$ cat config.mk
export PLATFORM = sky130hd
export DESIGN_NAME = mc_mem_access
export DESIGN_NICKNAME = d
export VERILOG_FILES = /design/src/rtl/mc_mem_access.sv
export SDC_FILE = /design/constraint.sdc
export NUM_CORES = 1
export LEC_CHECK = 0
export ABC_CLOCK_PERIOD_IN_PS = 2400
export CAP_MARGIN = 20
export CELL_PAD_IN_SITES_DETAIL_PLACEMENT = 0
export CELL_PAD_IN_SITES_GLOBAL_PLACEMENT = 1
export CORE_MARGIN = 2
export CORE_UTILIZATION = 33
export CTS_CLUSTER_SIZE = 20
export DETAILED_ROUTE_END_ITERATION = 12
export MAX_ROUTING_LAYER = met4
export PLACE_DENSITY_LB_ADDON = 0.1
export SLEW_MARGIN = 25
export SYNTH_ARGS = -nofsm -noshare
export SYNTH_HDL_FRONTEND = slang
export SYNTH_SLANG_ARGS = --single-unit
$ cat constraint.sdc
create_clock -name CLK -period 2.4 [get_ports CLK]
set_input_delay 0.6 -clock CLK [delete_from_list [all_inputs] [get_ports CLK]]
set_output_delay 0.6 -clock CLK [all_outputs]
set_load 0.1 [all_outputs]
$ cat src/rtl/mc_mem_access.sv
// Multicycle-MIPS RAM sequencer: fetch/load/store with IR/MDR capture; MEM_PERF_CNT_EN adds access counters.
// Done arrives WAIT_CYCLES+1 cycles after accept; no backpressure, req is only sampled in IDLE.
module mc_mem_access #(
   parameter int AddrWidth   = 32,
   parameter int DataWidth   = 32,
   parameter int WAIT_CYCLES = 1,
   parameter int ADDR_LIMIT  = 1024
) (
   input  logic                 CLK,
   input  logic                 RSTn,
   input  logic                 req,
   input  logic [1:0]           op,
   input  logic [AddrWidth-1:0] addr_in,
   input  logic [DataWidth-1:0] wdata_in,
   output logic                 busy,
   output logic                 done,
   output logic                 err,
   output logic [DataWidth-1:0] ir,
   output logic [DataWidth-1:0] mdr,
   output logic [AddrWidth-1:0] mem_Addr,
   output logic                 mem_R,
   output logic                 mem_W,
   output logic [DataWidth-1:0] mem_W_data,
`ifdef MEM_PERF_CNT_EN
   output logic [31:0]          fetch_cnt,
   output logic [31:0]          load_cnt,
   output logic [31:0]          store_cnt,
   output logic [31:0]          err_cnt,
`endif
   input  logic [DataWidth-1:0] mem_R_data
);

   typedef enum logic [1:0] {S_IDLE, S_ACCESS, S_DONE, S_ERR} state_t;

   localparam logic [1:0]           OP_FETCH = 2'b00;
   localparam logic [1:0]           OP_LOAD  = 2'b01;
   localparam logic [1:0]           OP_STORE = 2'b10;
   localparam logic [1:0]           OP_RSVD  = 2'b11;
   localparam logic [3:0]           CNT_INIT = 4'(WAIT_CYCLES - 1);
   localparam logic [AddrWidth-1:0] ADDR_LIM = AddrWidth'(ADDR_LIMIT);

   state_t     state, state_nxt;
   logic [1:0] op_q;
   logic [3:0] cnt;
   logic       req_bad;
   logic       start;
   logic       last;

   assign req_bad = (addr_in[1:0] != 2'b00) || (addr_in >= ADDR_LIM) || (op == OP_RSVD);
   assign start   = (state == S_IDLE) && req && !req_bad;
   assign last    = (state == S_ACCESS) && (cnt == 4'd0);

   assign busy = (state == S_ACCESS);
   assign done = (state == S_DONE);
   assign err  = (state == S_ERR);

   always_ff @(posedge CLK or negedge RSTn) begin
      if (!RSTn) state <= S_IDLE;
      else       state <= state_nxt;
   end

   always_comb begin
      state_nxt = state;
      case (state)
         S_IDLE:   if (req) state_nxt = req_bad ? S_ERR : S_ACCESS;
         S_ACCESS: if (cnt == 4'd0) state_nxt = S_DONE;
         S_DONE:   state_nxt = S_IDLE;
         S_ERR:    state_nxt = S_IDLE;
         default:  state_nxt = S_IDLE;
      endcase
   end

   // Strobes are flops so the level-sensitive RAM write never sees a glitch.
   always_ff @(posedge CLK or negedge RSTn) begin
      if (!RSTn) begin
         mem_Addr   <= '0;
         mem_W_data <= '0;
         mem_R      <= 1'b0;
         mem_W      <= 1'b0;
         op_q       <= OP_FETCH;
         cnt        <= 4'd0;
         ir         <= '0;
         mdr        <= '0;
      end else if (start) begin
         mem_Addr   <= addr_in;
         mem_W_data <= wdata_in;
         op_q       <= op;
         cnt        <= CNT_INIT;
         mem_R      <= (op != OP_STORE);
         mem_W      <= (op == OP_STORE);
      end else if (last) begin
         mem_R <= 1'b0;
         mem_W <= 1'b0;
         if (op_q == OP_FETCH) ir  <= mem_R_data;
         if (op_q == OP_LOAD)  mdr <= mem_R_data;
      end else if (state == S_ACCESS) begin
         cnt <= cnt - 4'd1;
      end
   end

`ifdef MEM_PERF_CNT_EN
   always_ff @(posedge CLK or negedge RSTn) begin
      if (!RSTn) begin
         fetch_cnt <= '0;
         load_cnt  <= '0;
         store_cnt <= '0;
         err_cnt   <= '0;
      end else if (state == S_DONE) begin
         case (op_q)
            OP_FETCH: fetch_cnt <= fetch_cnt + 32'd1;
            OP_LOAD:  load_cnt  <= load_cnt + 32'd1;
            OP_STORE: store_cnt <= store_cnt + 32'd1;
            default:  ;
         endcase
      end else if (state == S_ERR) begin
         err_cnt <= err_cnt + 32'd1;
      end
   end
`endif

endmodule

==> flow_summary.ini <==
[place]
port_buffers = 233
dp_hpwl_mm = 9.14
gp_congestion = 0.719

[clock_network]
path_clk_slew_ns = 0.05
cts_tree = built
numCtsBuffers = 17
clock-sinks = 138
postCtsHoldBufs = 0
cts_max_level = 4
root_buffer = clkbuf_16
cts_buffer_depth = 2
clock_latency_ns = 0.41

[layout]
drive_above_1_share_pct = 42.1
fillers = 1323
antenna-diode-count = 0
multi_input_area_mm2 = 0.00163
area_delta_synth_final_pct = 56.5
nNetsFinal = 681
area.sequential_mm2 = 0.00345

[setup_path]
critPathLaunchType = input port
end_kind = flop
worstSetupPathType = input port to flop
worstPathArrival_ns = 2.61
critPathMaxFanout = 35
cp_data_required_time_ns = 2.68

[yosys]
ys_seq_area_share_pct = 66.7
synthCells = 326
yosysWarnings = 0
ys_top_cells_by_area = dfrtp_1 (67%), mux2_2 (14%), mux2_1 (8.9%), nor2b_1 (3.0%), buf_6 (0.87%)
synth-seq-cells = 138
synth_edf_count = 0
synthFlopType = dfrtp_1
netlist.area_leader.share_pct = 66.7
syn-num-nets = 428
async_reset_ff_share_pct = 100
synth.distinct_cells = 28
avgSynthCellArea_um2 = 15.9
yosysTopAreaCell = dfrtp_1
syn-cell-area_mm2 = 0.00517

[pwr]
intPower_mw = 5.23
leakage_nw = 4.05
finalPower_mw = 9.21
switching_share_pct = 43.2
power_frac_clock_pct = 27.6
ir_drop_mv = 0.796
power_switching_mw = 3.98
p_seq_share_pct = 31.4
p_per_area_mw_per_mm2 = 1140
p_comb_share_pct = 41.0

[drt]
wl_per_cell_um = 15.7
vias = 3513
routed_wl_mm = 12.6
drc = 0
avgViaCountPerCell = 4.38
dr.first_iter.drc_count = 99
ant_nets = 0
first_pass_iters = 4

[die]
chipHeight_um = 129
start_util_pct = 33.9
io_pins = 234
dieArea_mm2 = 0.0167
die_w_um = 129
num_rows = 45
coreArea_mm2 = 0.0153

[timing]
finalMaxSlewViolations = 0
setup_viol = 0
finalHoldViolations = 0
fin_skew_ns = 0.00547
fin_crit_ns = 2.33
tightest_slew_ns = 0.519
rsz0062_at_grt = false
fin_tns_setup_ns = 0
min_period_over_period_pct = 97.0
max_freq_ghz = 0.429
maxSlewHeadroom_pct = 65.4

[outcome]
status = finished clean

[global_route]
antenna_found_initial = 0
grt_start_max_net_pins = 59
gr-total-overflow = 0
grt_first_pass_wirelength_mm = 19.5
grt_usage_pct = 16.0
grt_pass1_vias = 3703

[job]
drv_cap = 0

[min_path]
hold_path_class = input port to async pin
## what timing repair did
action	CTS	global route
setup endpoints to repair	52	12
gates cloned	0	0
setup buffers	0	0
gates resized for setup	1	2
## cell usage after synthesis (2+ instances only)
master and n:
dfrtp_1 138, mux2_2 65, mux2_1 41, nor2b_1 25, buf_2 8, nand2_1 7, nor4_1 6, nor2_1 5
buf_6 4, inv_1 3, a21oi_1 2, buf_4 2, mux2i_1 2, nand3_1 2, nor3_1 2, xor2_1 2
## cell families after synthesis
| logic type | share of synthesized area [%] |
|---|---|
| flip-flops | 66.7 |
| multiplexers | 23.5 |
| AND/OR/NAND/NOR | 6.48 |
| buffers and inverters | 2.22 |
| AO/OA/AOI/OAI | 0.363 |
| XOR/XNOR | 0.508 |
| adder cells (fa/ha/maj) | 0.242 |
## worst max-delay path, stage by stage
cell and delay [ns]:
clkdlybuf4s50_1 0.45, nor4_4 0.34, buf_4 0.16, nand2_1 0.09
nor4_4 0.33, buf_12 0.27, mux2_1 0.36
## layer usage
| layer | wire length, um | track usage (%) | share of wire (%) | vias to the layer above |
|---|---|---|---|---|
| li1 | - | - | - | 1648 |
| met1 | 5270 | 19.0 | 42 | 1684 |
| met2 | 5830 | 23.8 | 46 | 160 |
| met3 | 1240 | 6.36 | 9.8 | 21 |
| met4 | 278 | 7.35 | 2.2 | 0 |
| met5 | 0 | - | 0 | - |
## sequential cells by signal (all words and copies together), names as in the netlist
signal / count
ir: 32
mem_W_data: 32
mdr: 32
mem_W: 1
mem_R: 1
cnt: 4
state: 2
op_q: 2
mem_Addr: 32
## layout by cell type, fill, tap and decap left out, types with 4 or more instances in the layout
master,n
dfrtp_1,138
nor4_1,5
clkdlybuf4s50_1,99
nor2_1,5
buf_4,145
clkbuf_8,4
nand2_1,7
mux2_1,41
nor2b_1,25
mux2_2,65
clkbuf_16,17
## final timing paths
kind | from | end | slack (ns) | depth (start not counted)
worst max-delay path | addr_in[27] | mem_W_data[0]$_DFFE_PN0P_ | 0.07 | 7
worst min-delay path | RSTn | mem_W_data[12]$_DFFE_PN0P_ | 0.14 | 1
worst max register to register | cnt[0]$_DFFE_PN0P_ | mdr[8]$_DFFE_PN0P_ | 0.31 | 6
worst min register to register | mem_W_data[27]$_DFFE_PN0P_ | mem_W_data[27]$_DFFE_PN0P_ | 0.48 | 1
max in group asynchronous | RSTn | mem_W_data[3]$_DFFE_PN0P_ | 1.53 | 2
min in group CLK | mem_W_data[27]$_DFFE_PN0P_ | mem_W_data[27]$_DFFE_PN0P_ | 0.48 | 1
## power groups by stage
stage          Clock [mW]  Sequential [mW]  Combinational (mW)
2_1_floorplan           0             5.12               0.638
6_report             2.54             2.89                3.77
3_5_place_dp            0             2.92                3.80
3_3_place_gp            0             2.91                3.79
5_1_grt              2.74             2.94                3.91
4_1_cts              2.62             2.90                3.80
## cell type report
cell class	count	area share (%)
clock buffer	24	6.07
clock inverter	7	1.11
inverter	3	0.139
multi-input combinational	170	20.1
sequential	138	42.6
tap	211	3.26
timing repair buffer	249	26.7
## through the flow
step | util [%] | cell area [um^2] | setup slack [ns] | hold WS, ns | cells
floorplan | - | 5170 | 0.0638 | 0.304 | 326
global placement | 49.1 | 7500 | -0.454 | 0.468 | 771
detailed placement | 49.1 | 7500 | -0.471 | 0.479 | 771
CTS | 53.0 | 8090 | 0.0376 | 0.146 | 802
global route | 53.1 | 8100 | 0.0204 | 0.163 | 802
finish | 53.1 | 8100 | 0.0709 | 0.136 | 802
(Power assumes the default switching activity.)
==> patch 1, RTL diff (same flow settings) <==
The option `MEM_PERF_CNT_EN` is turned on by a define.
--- a/src/rtl/mc_mem_access.sv
+++ b/src/rtl/mc_mem_access.sv
@@ -2,2 +2,4 @@
 // Done arrives WAIT_CYCLES+1 cycles after accept; no backpressure, req is only sampled in IDLE.
+`define MEM_PERF_CNT_EN
+
 module mc_mem_access #(
Check against the original RTL (old outputs only; new: err_cnt, fetch_cnt, load_cnt and store_cnt): equivalent (equiv_simple and equiv_induct, registers matched by name and starting in step).
==> patch 1 against the original RTL <==
The flow now finishes with violations (negative hold slack); cell area is 95% higher; clock skew is 0.0061 ns higher; total power is 35% higher; non-clock buffer count is 151 higher; via count grew 120%; first-iteration DRC count grew to 3.1 times the old value; clock power is 100% higher; worst setup slack better by 0.10 ns; synthesized area rose by 110%; global-route usage grew 1.7 points; routed wire length grew 140%; register-to-register slack worse by 0.11 ns; worst hold slack worse by 0.14 ns; sequential cell count is 128 higher; critical path type unchanged; critical endpoint is now mem_W_data[27]; largest cell class unchanged; largest power group is now the clock network.
==> patch 1: results (changes against the original RTL) <==
Clock Tree Buf Depth=3 (+1); GP Congestion=0.7668 (+6.6%); crit path launch=addr_in[28]; global-route wire length before repair=46,130 µm (+140%); Int Pwr=8.626 mW (+65%); final non-filler cell total=1,705 (+110%); Num CTS Buffers=31 (+14); worst-skew pair later-pin latency=0.56 ns (+0.15 ns); mean post-synth cell area=13.10 µm² (-17%); Clock Pin Slew Worst Setup and Hold Paths=0.06 ns; failing checks=negative hold slack; Max VDD drop=0.7547 mV (-5.2%); R2R Path End=ir[14]; vias in the first global route=8,065 (+120%); worst slew pin tran=0.5761 ns (+0.05684 ns); outcome=finished, violations left; largest cells by area after synthesis=dfrtp_1 (62%), mux2_2 (11%), xnor2_1 (7.0%); Hold Violations, Final=5 (+5); ys async rst share=1.000 (unchanged); First DRT Iteration DRCs=309 (+210%); Layout fillers=2,971 (+120%); port buffer count=361 (+55%); CP max stage cell=clkdlybuf4s50_1; dpl hpwl=22,050 µm (+140%); Crit Path Max Fanout=48 (+37%); # resized after CTS=0 (-1); Fin Hold WS=-0.006037 ns (-0.1417 ns); Slowest Stage Delay on Critical Path=0.40 ns (-0.05 ns); largest net degree at the start of global routing=68 (+15%); nets=1,343 (+97%); net count after synthesis=932 (+120%); Reg2Reg Depth=7 (+1); CP Data Arrival Time=2.67 ns (+0.06 ns); Cells after DPL=1,646 (+110%); skew final=0.01160 ns (+0.006133 ns); via count=7,811 (+120%); Critical R2R Launch=cnt[0]; initial antenna violation count=2 (+2); H-tree levels=1 (-3); reg-to-reg slack, setup=0.20 ns (-0.11 ns); Synth top cells by count=dfrtp_1 (266), mux2_2 (104), xnor2_1 (86); P_leak=7.749 nW (+92%); # Post-CTS Setup Buffers=0 (unchanged); drt total wl=29,960 µm (+140%); Total GRT Usage=0.1770 (+0.01731); Yosys cell types=38 (+36%); layout cells sized above 1=0.3902 (-0.03115); crit path to=mem_W_data[27]; sequential area share after synthesis=0.6152 (-0.05214)
## patch 1: area by class of cell
cell class,count,area [µm²],area share
antenna,2,5.005,0.0003163
clock buffer,42,907.1,0.05732
clock inverter,15,232.7,0.01471
inverter,9,33.78,0.002135
multi-input combinational,529,4039,0.2552
sequential,266,6684,0.4224
tap,442,553.0,0.03495
timing repair buffer,400,3371,0.2130
## patch 1: layer usage
layer  GRT usage  vias to the layer above  share of wire
met2      0.2782                      246           0.46
li1            -                     3694              -
met3     0.05899                       46          0.082
met4     0.04698                        0          0.024
met5           -                        -              0
met1      0.2194                     3825           0.43
## patch 1: worst max-delay path, delay by kind of cell
kind | cells | cell delay, ns
buf+inv | 2 | 0.69
mux | 1 | 0.37
simple gates | 3 | 0.97
## patch 1: worst min path at each step
stage | start | cells past startpoint | end
2_1_floorplan | RSTn | 0 | cnt[0]
3_3_place_gp | load_cnt[31] | 1 | load_cnt[31]
3_5_place_dp | load_cnt[31] | 1 | load_cnt[31]
4_1_cts | RSTn | 1 | load_cnt[15]
5_1_grt | RSTn | 1 | load_cnt[15]
6_report | RSTn | 1 | load_cnt[15]
## patch 1: logic make-up after synthesis
logic type               after synthesis  synth area share
AO/OA/AOI/OAI                          4          0.002081
flip-flops                           266            0.6152
adder cells (fa/ha/maj)                5          0.005782
XOR/XNOR                             127            0.1028
buffers and inverters                 31           0.01249
multiplexers                         108            0.1123
AND/OR/NAND/NOR                      285            0.1494
## patch 1: power groups by stage
stage	combinational, mW	clock (mW)	sequential [mW]
floorplan	0.549	0	5.96
global placement	2.40	0	4.93
detailed placement	2.40	0	4.94
CTS	2.40	5.32	4.86
global route	2.49	5.50	4.89
finish	2.38	5.18	4.86
## patch 1: per-stage QoR
step	setup WS [ns]	util	hold WS (ns)	area (µm²)	setup TNS (ns)
3_5_place_dp	-0.4537	0.4535	0.4640	14680	-24.61
5_1_grt	0.07350	0.4889	0.01822	15830	0
4_1_cts	0.1363	0.4887	0.006948	15820	0
2_1_floorplan	0.001633	-	0.3044	10860	0
3_3_place_gp	-0.4240	0.4535	0.4610	14680	-22.96
6_report	0.1719	0.4889	-0.006037	15830	0
==> patch 2, RTL diff (config.mk and constraints unchanged) <==
Without the edit above. The 4 states of `state_t` get a one-hot encoding in 4 bits.
--- a/src/rtl/mc_mem_access.sv
+++ b/src/rtl/mc_mem_access.sv
@@ -32,3 +32,3 @@
 
-   typedef enum logic [1:0] {S_IDLE, S_ACCESS, S_DONE, S_ERR} state_t;
+   typedef enum logic [3:0] {S_IDLE = 4'b0001, S_ACCESS = 4'b0010, S_DONE = 4'b0100, S_ERR = 4'b1000} state_t;
 
Check against the original RTL: no difference found for any inputs over 4 cycles, from zero or initial values and one cycle with RSTn low; so few cycles prove little.
==> patch 2 against the original RTL <==
Cell area grew 4.1%; die area rose by 3.8%; synthesized area grew 3.9%; fmax rose by 0.86%; worst setup slack gained 0.020 ns; sequential cell count grew 2; routed wire length up 3.2%.
Power is not compared: it rests on default switching activity, and its combinational part moved more than twofold at a synthesized area within 25%.
==> patch 2: results (changes against the original RTL) <==
outcome=finished clean; met1 wire length=5648 µm (+7.2%); met1 GRT Util=0.1999 (+0.009769); vias in the first global route=3,744 (+1.1%); Slowest Stage Delay on Critical Path=0.56 ns (+0.11 ns); dpl hpwl=9165 µm (+0.30%); net count after synthesis=430 (+0.47%); DR WL/cell=16.12 µm (+2.4%); Crit Path Max Fanout=5 (-86%); largest net degree at the start of global routing=71 (+20%); pre-CTS setup slack=-0.1506 ns (+0.3202 ns); Cells after DPL=774 (+0.39%); xor/xnor cell area share of the yosys netlist=0.004887 (-0.0001902); Met3 Wirelength=975 µm (-21%); area fraction of the dominant cell type after synthesis=0.6470 (-0.02035); skew final=0.009961 ns (+0.004489 ns); layout cells sized above 1=0.4949 (+0.07361); Reg2Reg Depth=8 (+2); M2 GR Usage=0.2304 (-0.008024); Avg Vias per Cell=4.400 (+0.44%); max_slew headroom=0.7027 (+0.04886); Layout fillers=1,385 (+4.7%); CP Data Arrival Time=1.71 ns (-0.90 ns); # resized after CTS=0 (-1); Synth top cells by count=dfrtp_1 (139), mux2_2 (75), mux2_4 (30); sequential area share after synthesis=0.6519 (-0.01546); Adder-Cell Fraction of Synth Area=0.002327 (-0.00009059); H-tree levels=4 (unchanged); drt total wl=13,020 µm (+3.2%); mean post-synth cell area=16.39 µm² (+3.3%); Synth Area in Compound Gates=0.002793 (-0.0008340); Total GRT Usage=0.1577 (-0.002025); Yosys Warn Count=0 (unchanged); Placed Area=0.007722 mm² (+3.0%); First DRT Iteration DRCs=130 (+31%); Area growth, synth to finish=56.83%; cell family contributing the most delay on the critical path=simple AND/OR/NAND/NOR gates; Yosys cell types=31 (+11%); Met2 Wirelength=6253 µm (+7.2%); nets=682 (+0.15%); CP max stage cell=or4b_4; grt met3 use=0.06327 (-0.0003122); Sequential Power=2.41 mW; GP Congestion=0.7292 (+1.4%); global-route wire length before repair=20,650 µm (+5.9%)
patch 2: cell types whose count changed in the layout (fill, tap and decap cells not counted), moves of 3 or more:
cell | before | now
buf_12 | 3 | 8
buf_4 | 145 | 136
mux2_1 | 41 | 1
mux2_2 | 65 | 75
mux2_4 | 0 | 30
nand2_1 | 7 | 4
patch 2: worst paths after layout:
check | startpoint | to | slack [ns]
max | state[3] | busy | 0.09
min | RSTn | mem_Addr[6] | 0.11
max reg2reg | cnt[0] | ir[16] | 0.11
min reg2reg | ir[6] | ir[6] | 0.49
max in group asynchronous | RSTn | mdr[29] | 1.56
min in group CLK | ir[6] | ir[6] | 0.49
patch 2: final cells by class:
class / instances / area, µm² / share of cell area
flip-flops and latches: 140 / 3505 / 0.4156
repair buffers: 246 / 2233 / 0.2649
multi-input cells: 170 / 1768 / 0.2097
clock buffers: 21 / 470.5 / 0.05579
well taps: 216 / 270.3 / 0.03205
clock inverters: 10 / 162.7 / 0.01929
inverters: 5 / 22.52 / 0.002671
